**src/rtl/wb_mailbox.sv**
```systemverilog
// wb_mailbox: Wishbone-slave mailbox with a host-to-SoC and a SoC-to-host FIFO.
// Ports:
//   clk_i, rst_i                       clock, synchronous active-high reset
//   wbs_stb_i/cyc_i/we_i/sel_i/adr_i   Wishbone classic request (adr bits [3:2] decoded)
//   wbs_dat_i, wbs_dat_o, wbs_ack_o    write data, read data (0 outside ack), acknowledge
//   h2s_data_o/valid_o, h2s_ready_i    host-to-SoC stream, popped by the SoC
//   s2h_data_i/valid_i, s2h_ready_o    SoC-to-host stream, pushed by the SoC
//   irq_o                              registered level interrupt
// Registers: 0x0 DATA, 0x4 STATUS, 0x8 IRQ_EN, 0xC reserved.
module wb_mailbox #(
    parameter int DEPTH = 8,
    parameter int DW    = 32
) (
    input  logic          clk_i,
    input  logic          rst_i,
    input  logic          wbs_stb_i,
    input  logic          wbs_cyc_i,
    input  logic          wbs_we_i,
    input  logic [3:0]    wbs_sel_i,
    input  logic [DW-1:0] wbs_adr_i,
    input  logic [DW-1:0] wbs_dat_i,
    output logic [DW-1:0] wbs_dat_o,
    output logic          wbs_ack_o,
    output logic [DW-1:0] h2s_data_o,
    output logic          h2s_valid_o,
    input  logic          h2s_ready_i,
    input  logic [DW-1:0] s2h_data_i,
    input  logic          s2h_valid_i,
    output logic          s2h_ready_o,
    output logic          irq_o
);
    localparam int AW = $clog2(DEPTH);
    localparam int CW = AW + 1;
    localparam logic [0:0] S_IDLE = 1'b0;
    localparam logic [0:0] S_ACK  = 1'b1;

    logic [0:0]    state_q, state_d;
    logic [1:0]    adr_q, adr_d;
    logic          we_q, we_d, sel0_q, sel0_d;
    logic [DW-1:0] dat_q, dat_d;
    logic [AW-1:0] h2s_wr_q, h2s_wr_d, h2s_rd_q, h2s_rd_d;
    logic [AW-1:0] s2h_wr_q, s2h_wr_d, s2h_rd_q, s2h_rd_d;
    logic [CW-1:0] h2s_cnt_q, h2s_cnt_d, s2h_cnt_q, s2h_cnt_d;
    logic          ovf_q, ovf_d, udf_q, udf_d, irq_en_q, irq_en_d, irq_q, irq_d;
    logic [DW-1:0] h2s_mem [DEPTH];
    logic [DW-1:0] s2h_mem [DEPTH];
    logic [DW-1:0] status, rdata;
    logic ack, h2s_full, h2s_empty, s2h_full, s2h_empty;
    logic wr_data, rd_data, wr_status, wr_irq_en;
    logic h2s_push, h2s_pop, s2h_push, s2h_pop;
    logic unused_w;

    assign unused_w = ^{wbs_sel_i[3:1], wbs_adr_i[DW-1:4], wbs_adr_i[1:0]};

    assign ack       = state_q == S_ACK;
    assign h2s_full  = h2s_cnt_q == CW'(DEPTH);
    assign h2s_empty = h2s_cnt_q == '0;
    assign s2h_full  = s2h_cnt_q == CW'(DEPTH);
    assign s2h_empty = s2h_cnt_q == '0;

    // Side effects use the request captured at IDLE->ACK, so a master that
    // drops stb/cyc during ACK still completes its transaction.
    assign wr_data   = ack & we_q & (adr_q == 2'd0);
    assign rd_data   = ack & !we_q & (adr_q == 2'd0);
    assign wr_status = ack & we_q & (adr_q == 2'd1) & sel0_q;
    assign wr_irq_en = ack & we_q & (adr_q == 2'd2) & sel0_q;

    // Full/empty come from registered counts only: no fall-through, and a
    // push into a full FIFO is refused even if a pop happens on the same edge.
    assign h2s_push = wr_data & !h2s_full;
    assign h2s_pop  = !h2s_empty & h2s_ready_i;
    assign s2h_push = s2h_valid_i & !s2h_full;
    assign s2h_pop  = rd_data & !s2h_empty;

    always_comb begin
        status        = '0;
        status[0]     = h2s_full;
        status[1]     = h2s_empty;
        status[2]     = s2h_full;
        status[3]     = s2h_empty;
        status[4]     = ovf_q;
        status[5]     = udf_q;
        status[12:8]  = 5'(h2s_cnt_q);
        status[20:16] = 5'(s2h_cnt_q);
        rdata = (adr_q == 2'd0) ? (s2h_empty ? '0 : s2h_mem[s2h_rd_q]) :
                (adr_q == 2'd1) ? status :
                (adr_q == 2'd2) ? DW'(irq_en_q) : '0;
    end

    always_comb begin
        state_d   = ack ? S_IDLE : ((wbs_stb_i & wbs_cyc_i) ? S_ACK : S_IDLE);
        adr_d     = ack ? adr_q : wbs_adr_i[3:2];
        we_d      = ack ? we_q : wbs_we_i;
        sel0_d    = ack ? sel0_q : wbs_sel_i[0];
        dat_d     = ack ? dat_q : wbs_dat_i;
        h2s_wr_d  = h2s_wr_q + AW'(h2s_push);
        h2s_rd_d  = h2s_rd_q + AW'(h2s_pop);
        s2h_wr_d  = s2h_wr_q + AW'(s2h_push);
        s2h_rd_d  = s2h_rd_q + AW'(s2h_pop);
        h2s_cnt_d = h2s_cnt_q + CW'(h2s_push) - CW'(h2s_pop);
        s2h_cnt_d = s2h_cnt_q + CW'(s2h_push) - CW'(s2h_pop);
        ovf_d     = (ovf_q & !(wr_status & dat_q[4])) | (wr_data & h2s_full);
        udf_d     = (udf_q & !(wr_status & dat_q[5])) | (rd_data & s2h_empty);
        irq_en_d  = wr_irq_en ? dat_q[0] : irq_en_q;
        irq_d     = irq_en_q & !s2h_empty;
    end

    always_ff @(posedge clk_i) begin
        if (rst_i) begin
            state_q   <= S_IDLE;
            adr_q     <= '0;
            we_q      <= 1'b0;
            sel0_q    <= 1'b0;
            dat_q     <= '0;
            h2s_wr_q  <= '0;
            h2s_rd_q  <= '0;
            s2h_wr_q  <= '0;
            s2h_rd_q  <= '0;
            h2s_cnt_q <= '0;
            s2h_cnt_q <= '0;
            ovf_q     <= 1'b0;
            udf_q     <= 1'b0;
            irq_en_q  <= 1'b0;
            irq_q     <= 1'b0;
        end else begin
            state_q   <= state_d;
            adr_q     <= adr_d;
            we_q      <= we_d;
            sel0_q    <= sel0_d;
            dat_q     <= dat_d;
            h2s_wr_q  <= h2s_wr_d;
            h2s_rd_q  <= h2s_rd_d;
            s2h_wr_q  <= s2h_wr_d;
            s2h_rd_q  <= s2h_rd_d;
            h2s_cnt_q <= h2s_cnt_d;
            s2h_cnt_q <= s2h_cnt_d;
            ovf_q     <= ovf_d;
            udf_q     <= udf_d;
            irq_en_q  <= irq_en_d;
            irq_q     <= irq_d;
        end
    end

    always_ff @(posedge clk_i) begin
        if (!rst_i && h2s_push) h2s_mem[h2s_wr_q] <= dat_q;
        if (!rst_i && s2h_push) s2h_mem[s2h_wr_q] <= s2h_data_i;
    end

    assign wbs_ack_o   = ack;
    assign wbs_dat_o   = ack ? rdata : '0;
    assign h2s_valid_o = !h2s_empty;
    assign h2s_data_o  = h2s_mem[h2s_rd_q];
    assign s2h_ready_o = !s2h_full;
    assign irq_o       = irq_q;
endmodule

```
**config.mk**
```make
export PLATFORM = sky130hd
export DESIGN_NAME = wb_mailbox
export DESIGN_NICKNAME = d
export VERILOG_FILES = /design/src/rtl/wb_mailbox.sv
export SDC_FILE = /design/constraint.sdc
export NUM_CORES = 1
export LEC_CHECK = 0
export ABC_CLOCK_PERIOD_IN_PS = 5500
export CORE_AREA = 10 10 207 209
export CTS_BUF_LIST = sky130_fd_sc_hd__clkbuf_16
export CTS_CLUSTER_DIAMETER = 120
export DETAILED_ROUTE_END_ITERATION = 7
export DIE_AREA = 0 0 217 219
export GPL_TIMING_DRIVEN = 0
export PLACE_DENSITY = 0.82
export SETUP_SLACK_MARGIN = 0.15
export SYNTH_ARGS = -nofsm -noshare
export SYNTH_HDL_FRONTEND = slang
export SYNTH_SLANG_ARGS = --single-unit
```
**constraint.sdc**
```tcl
create_clock -name clk_i -period 5.5 [get_ports clk_i]
set_input_delay 1.1 -clock clk_i [delete_from_list [all_inputs] [get_ports clk_i]]
set_output_delay 1.1 -clock clk_i [all_outputs]
set_load 0.02 [all_outputs]
```
## Yosys cells after proc, flatten, opt, wreduce, memory -nomap -nowiden

Memory sizes are Yosys's and may differ from the RTL's. A register that Yosys moved wholly into a read port is not among the register bits.
Index checks and enable logic that the tools add are counted.

| cells by class | value |
|---|---|
| add/subtract/negate cells | 8 |
| equal/unequal tests | 4 |
| multiplexer cells | 12 |
| bitwise gates (word level) | 22 |
| reduce and logical (&&, ||, !) cells | 14 |

Operators with widths:

| kind | count |
|---|---|
| $mux W32 | 3 |
| $and A1 B1 Y1 | 20 |
| $mux W20 | 1 |
| $add A3 B1 Y3 | 4 |
| $add A4 B1 Y4 | 2 |
| $eq A4 B4 Y1 const B | 2 |
| $logic_not A1 Y1 | 8 |
| $logic_not A4 Y1 | 2 |
| $sub A4 B1 Y4 | 2 |
| $mux W1 | 6 |
| $mux W3 | 2 |
| $eq A2 B1 Y1 const B | 1 |
| $eq A2 B2 Y1 const B | 1 |
| $logic_and A1 B1 Y1 | 2 |
| $logic_not A2 Y1 | 1 |
| $or A1 B1 Y1 | 2 |
| $reduce_or A2 Y1 | 1 |

| storage, ports and cells | value |
|---|---|
| bits in registers | 61 |
| memory bits (writable) | 512 |
| input port bits | 107 |
| output and inout port bits | 68 |
| memories | 2 |

Memories:

| name | depth | width | rd ports | clocked after Yosys merged registers in | wr ports | RTL line | source |
|---|---|---|---|---|---|---|---|
| h2s_mem | 8 | 32 | 1 | 1 | 1 | 45 | `logic [DW-1:0] h2s_mem [DEPTH];` |
| s2h_mem | 8 | 32 | 1 | 1 | 1 | 46 | `logic [DW-1:0] s2h_mem [DEPTH];` |

## Longest topological paths before layout

Gate-level depths: netlist of the first run.

| logic depth | value |
|---|---|
| depth after elaboration | 7 |
| gate-level depth with buffers | 11 |
| gate-level depth less buffers | 10 |

## Worst setup path before layout of the first run

OpenSTA, ideal clock, no wires.

| timing | value |
|---|---|
| kind | input -> register |
| start | input port rst_i |
| end | memory s2h_mem[0][0] (enable) |
| setup time | 461 ps |
| arrival time | 3892 ps |
| required time | 5039 ps |
| slack | 1147 ps |
| stages on the path | 3 |
| path buffers | 1 |
| cell sequence | clkbuf_1 -> or3_1 -> nor3_1 |

| on the way | value |
|---|---|
| word-level cells in the longest chain between the ends | 4 |

RTL lines:

| what | RTL line | source |
|---|---|---|
| start, declared | 15 | `input logic rst_i,` |
| $logic_not A1 Y1 | 146 | `if (!rst_i && s2h_push) s2h_mem[s2h_wr_q] <= s2h_data_i;` |
| $logic_and A1 B1 Y1 | 146 |  |
| $mux W1 | 146 |  |
| $mux W1 (not written as such) | 146 |  |
| end, declared | 46 |  |

No other way between the ends.

## Final worst setup path of the first run

| timing | value |
|---|---|
| start | register state_q (netlist: wbs_ack_o) |
| end | output port wbs_dat_o[8] |

| on the way | value |
|---|---|
| word-level cells in the longest chain between the ends | 1 |

RTL lines:

| what | RTL line | source |
|---|---|---|
| start, declared | 37 | `logic [0:0] state_q, state_d;` |
| start signal, assigned | 126 | `state_q <= state_d;` |
| $mux W32 | 150 | `assign wbs_dat_o = ack ? rdata : '0;` |
| end, declared | 22 | `output logic [DW-1:0] wbs_dat_o,` |

No other way between the ends.

==> run_results.csv, run 1 <==
group,metric,value,unit
status,outcome,"finished, final reports clean",
critical_path,slowest_stage,"clkdlybuf4s50_1",
hold_path,holdPathEnd,"udf_q",
drt,wirelength,49100,microns
yosys,synth.distinct_cells,45,
global_routing,gr-total-overflow,0,
global_routing,grt_max_degree,27,
drt,via_count,11200,
critical_path,required,4.40,ns
drt,drc,0,
cells_and_area,design_area,26500,sq um
floorplanning,design.die.area,47500,sq um
critical_path,worstPathMaxFanout,10,
yosys,synth_edf_count,512,
clocking,holdBufCountCts,0,
yosys,synthTopCellsByArea,"edfxtp_1 69%, mux4_2 11%, dfxtp_1 5.5%, mux2_2 2.6%, mux2i_1 2.6%",
clocking,cts_buffer_depth,3,
clocking,cts.clk_slew.worst_paths,0.06,ns
yosys,synth.net_count,1210,
timing,relSlewSlack,37.2,%
drt,wire_per_inst,26.3,microns
yosys,yosysTopAreaCell,"edfxtp_1",
hold_path,hold-path-cell-count,2,
hold_path,holdCritStartpoint,"udf_q",
critical_path,regToRegSetupSlack,2.44,ns
critical_path,cpPeakStageDelay,0.71,ns
floorplanning,die_y,219,microns
drt,drt_iter0_drc,966,
clocking,root_buffer,"clkbuf_16",
global_routing,antenna_found_initial,5,
drt,ant_nets,0,
timing,finalHoldViolCount,0,
critical_path,crit_chain,"buf_2, nor3b_2, nand2_1, clkbuf_1, o31ai_1, clkdlybuf4s50_1",
critical_path,cp_num_buf_inv,3,
clocking,cts_tree,"built",
yosys,syn_inst,1085,
timing,post-route-period-util,83.7,%
clocking,post_cts_buffers,0,
clocking,clk_latency,0.60,ns
power_and_ir_drop,p_total,10.2,mW
yosys,async_flop_share,0,%
global_routing,grt_pass1_wl,74500,microns
cells_and_area,area_growth_syn_to_layout,19.9,%
place,place_congestion,0.787,
timing,setup_violations,0,
critical_path,arrival,3.50,ns
timing,tightest_slew,0.938,ns
critical_path,path_class,"register to primary output",
critical_path,regToRegEndpoint,"s2h_mem[1][25]",
power_and_ir_drop,power_density,386,nW/um^2
floorplanning,start_util,57.4,%
floorplanning,rows,72,
yosys,syn_area,22100,sq um
timing,final_max_slew_viol_count,0,
yosys,yosysSeqAreaShare,75.0,%
hold_path,hp-class,"register to register",
global_routing,grt_use_total,20.9,%
power_and_ir_drop,ir_worst_vdd,323,uV
cells_and_area,drive_gt1_share,23.5,%
drt,drt-vias-per-instance,6.02,
clocking,cts_sinks,573,
critical_path,rr_worst_depth,8,
clocking,post_cts_resized,0,
drt,drt_pass1_iterations,5,
floorplanning,die_w,217,microns
timing,fin_setup_tns,0,ns
run,drv_cap,0,
yosys,synth-main-ff-cell,"edfxtp_1",
power_and_ir_drop,leakagePower,8.50,nW
cells_and_area,utilization,68.8,%
global_routing,grt_pass1_vias,11900,
clocking,cts_buffers,53,
clocking,cts.htree.levels,2,
yosys,yosysWarnings,0,
yosys,yosys_register_bits,573,
floorplanning,ios,175,
place,io_buffers,141,
timing,fmax,217,MHz
timing,finClkSkew,0.00777,ns
critical_path,cp-start-kind,"register",
place,dp_hpwl,31100,microns
timing,grt_setup_unrepaired,"false",
critical_path,critPathTopFamily,"buffers and inverters",
floorplanning,core_area,38600,sq um
yosys,syn_area_per_cell,20.4,sq um
cells_and_area,finalNetCount,1430,
critical_path,crit_path_end_kind,"primary output",
timing,holdWs,0.495,ns
timing,fin_crit,4.60,ns
place,placed_area,24800,sq um
critical_path,reg2reg_from,"s2h_cnt_q[2]",
yosys,synth_top_area_share,69.5,%
-- metrics by stage --
stage          setup WS, ns  std cells
6_report              0.896       1868
5_1_grt               0.711       1867
4_1_cts               0.965       1867
3_5_place_dp           1.35       1768
3_3_place_gp          -1.58       1744
2_1_floorplan          1.15       1085
-- synthesized netlist by cell type (2+ instances only) --
library cell  count
mux2i_1          58
o31ai_1           4
buf_6            10
clkbuf_1         21
nor3_1            4
mux2_1            3
nor3b_1           2
a21o_1            2
mux4_2          112
buf_2            17
o21ai_1           4
o32ai_1           8
xor2_1            3
a21oi_1           4
nor2_1           81
xnor2_1           9
nor2b_1          22
inv_1            12
nand2_1          14
mux2_2           52
buf_4             4
dfxtp_1          61
fa_1              2
ha_1             16
o22ai_1          12
edfxtp_1        512
mux4_1            4
nand4_1           2
and2_1            2
nand3_1           3
or3b_1            4
or3_1             3
nand2b_1          6
-- metal layers --
layer  vias to the layer above  routed length (microns)  global-route usage, %
met2                       520                    24700                   35.2
met4                         6                     1270                   6.80
met3                       104                     4390                   5.64
li1                       4809                        -                      -
met1                      5799                    18700                   26.0
met5                         -                       34                      0
-- how the worst max path moves through the flow --
stage                                 to  startpoint  slack [ns]  cells after the start
after floorplan            s2h_mem[0][0]       rst_i        1.15                      3
after global placement    s2h_mem[0][25]       rst_i       -1.58                      4
after detailed placement  s2h_mem[1][25]       rst_i        1.35                      7
after CTS                  wbs_dat_o[19]   wbs_ack_o        0.96                      6
after global routing        wbs_dat_o[8]   wbs_ack_o        0.71                      6
final                       wbs_dat_o[8]   wbs_ack_o        0.90                      6
-- power breakdown --
part / switching (mW) / internal (mW) / total, mW
registers: 0.0812 / 4.85 / 4.93
clock network: 1.56 / 2.13 / 3.69
logic: 0.803 / 0.821 / 1.62
-- sequential cells by signal (all words and copies together), names as in the netlist --
signal	cells
we_q	1
irq_en_q	1
h2s_wr_q	3
wbs_ack_o	1
s2h_rd_q	3
adr_q	2
s2h_wr_q	3
irq_o	1
ovf_q	1
h2s_cnt_q	4
h2s_mem	256
sel0_q	1
s2h_mem	256
h2s_rd_q	3
dat_q	32
udf_q	1
s2h_cnt_q	4
-- final cells by class --
type / count / area, sq um
fillers: 2376 / 12000
flip-flops and latches: 573 / 16600
diodes: 1 / 2.50
multi-input cells: 445 / 5270
plain buffers: 54 / 325
well taps: 518 / 648
clock buffers: 55 / 1380
repair buffers: 165 / 1880
clock inverters: 44 / 382
inverters: 13 / 48.8
-- placed cells by master, fill, tap and decap left out, types with 14 or more instances in the layout --
cell type,netlist,layout
nand2_1,14,14
ha_1,16,16
mux2_2,52,52
clkbuf_16,0,55
dfxtp_1,61,61
buf_6,10,17
mux4_2,112,112
nor2b_1,22,22
clkdlybuf4s50_1,0,141
edfxtp_1,512,512
mux2i_1,58,58
inv_1,12,23
clkbuf_1,21,21
nor2_1,81,69
buf_2,17,17
-- tightest hold or removal path, cell delays in order (launching register included) --
cell and delay [ns]:
dfxtp_1 0.31, o21ai_1 0.07, a21oi_1 0.07
-- kinds of logic (layout without fill, tap and decap cells) --
group,count (synthesis),after routing,share of synthesized area (%)
AOI/OAI and AO/OA,35,35,1.09
DFF,573,573,75.0
and+or+nand+nor,151,151,3.35
adders and majority gates,18,18,1.09
buffers and inverters,67,331,1.69
other,0,1,0
xor gates and xnor gates,12,12,0.475
muxes,229,229,17.3
(Power assumes the default switching activity.)
==> run 2: changes to the inputs <==
- ABC_CLOCK_PERIOD_IN_PS: 5500 -> 4800
- clock period: 5.5 -> 4.8 ns (I/O delays scaled with it)
==> results of run 2 <==
Same layout as run 1 (identical final DEF). Status: finished, final reports clean.
Main changes from that run: setup slack after placement 1.35 ns -> 0.791 ns; setup slack after layout 0.896 ns -> 0.336 ns; register-to-register setup slack 2.44 ns -> 1.74 ns; total power 10.2 mW -> 11.7 mW; worst IR drop on VDD 323 uV -> 370 uV
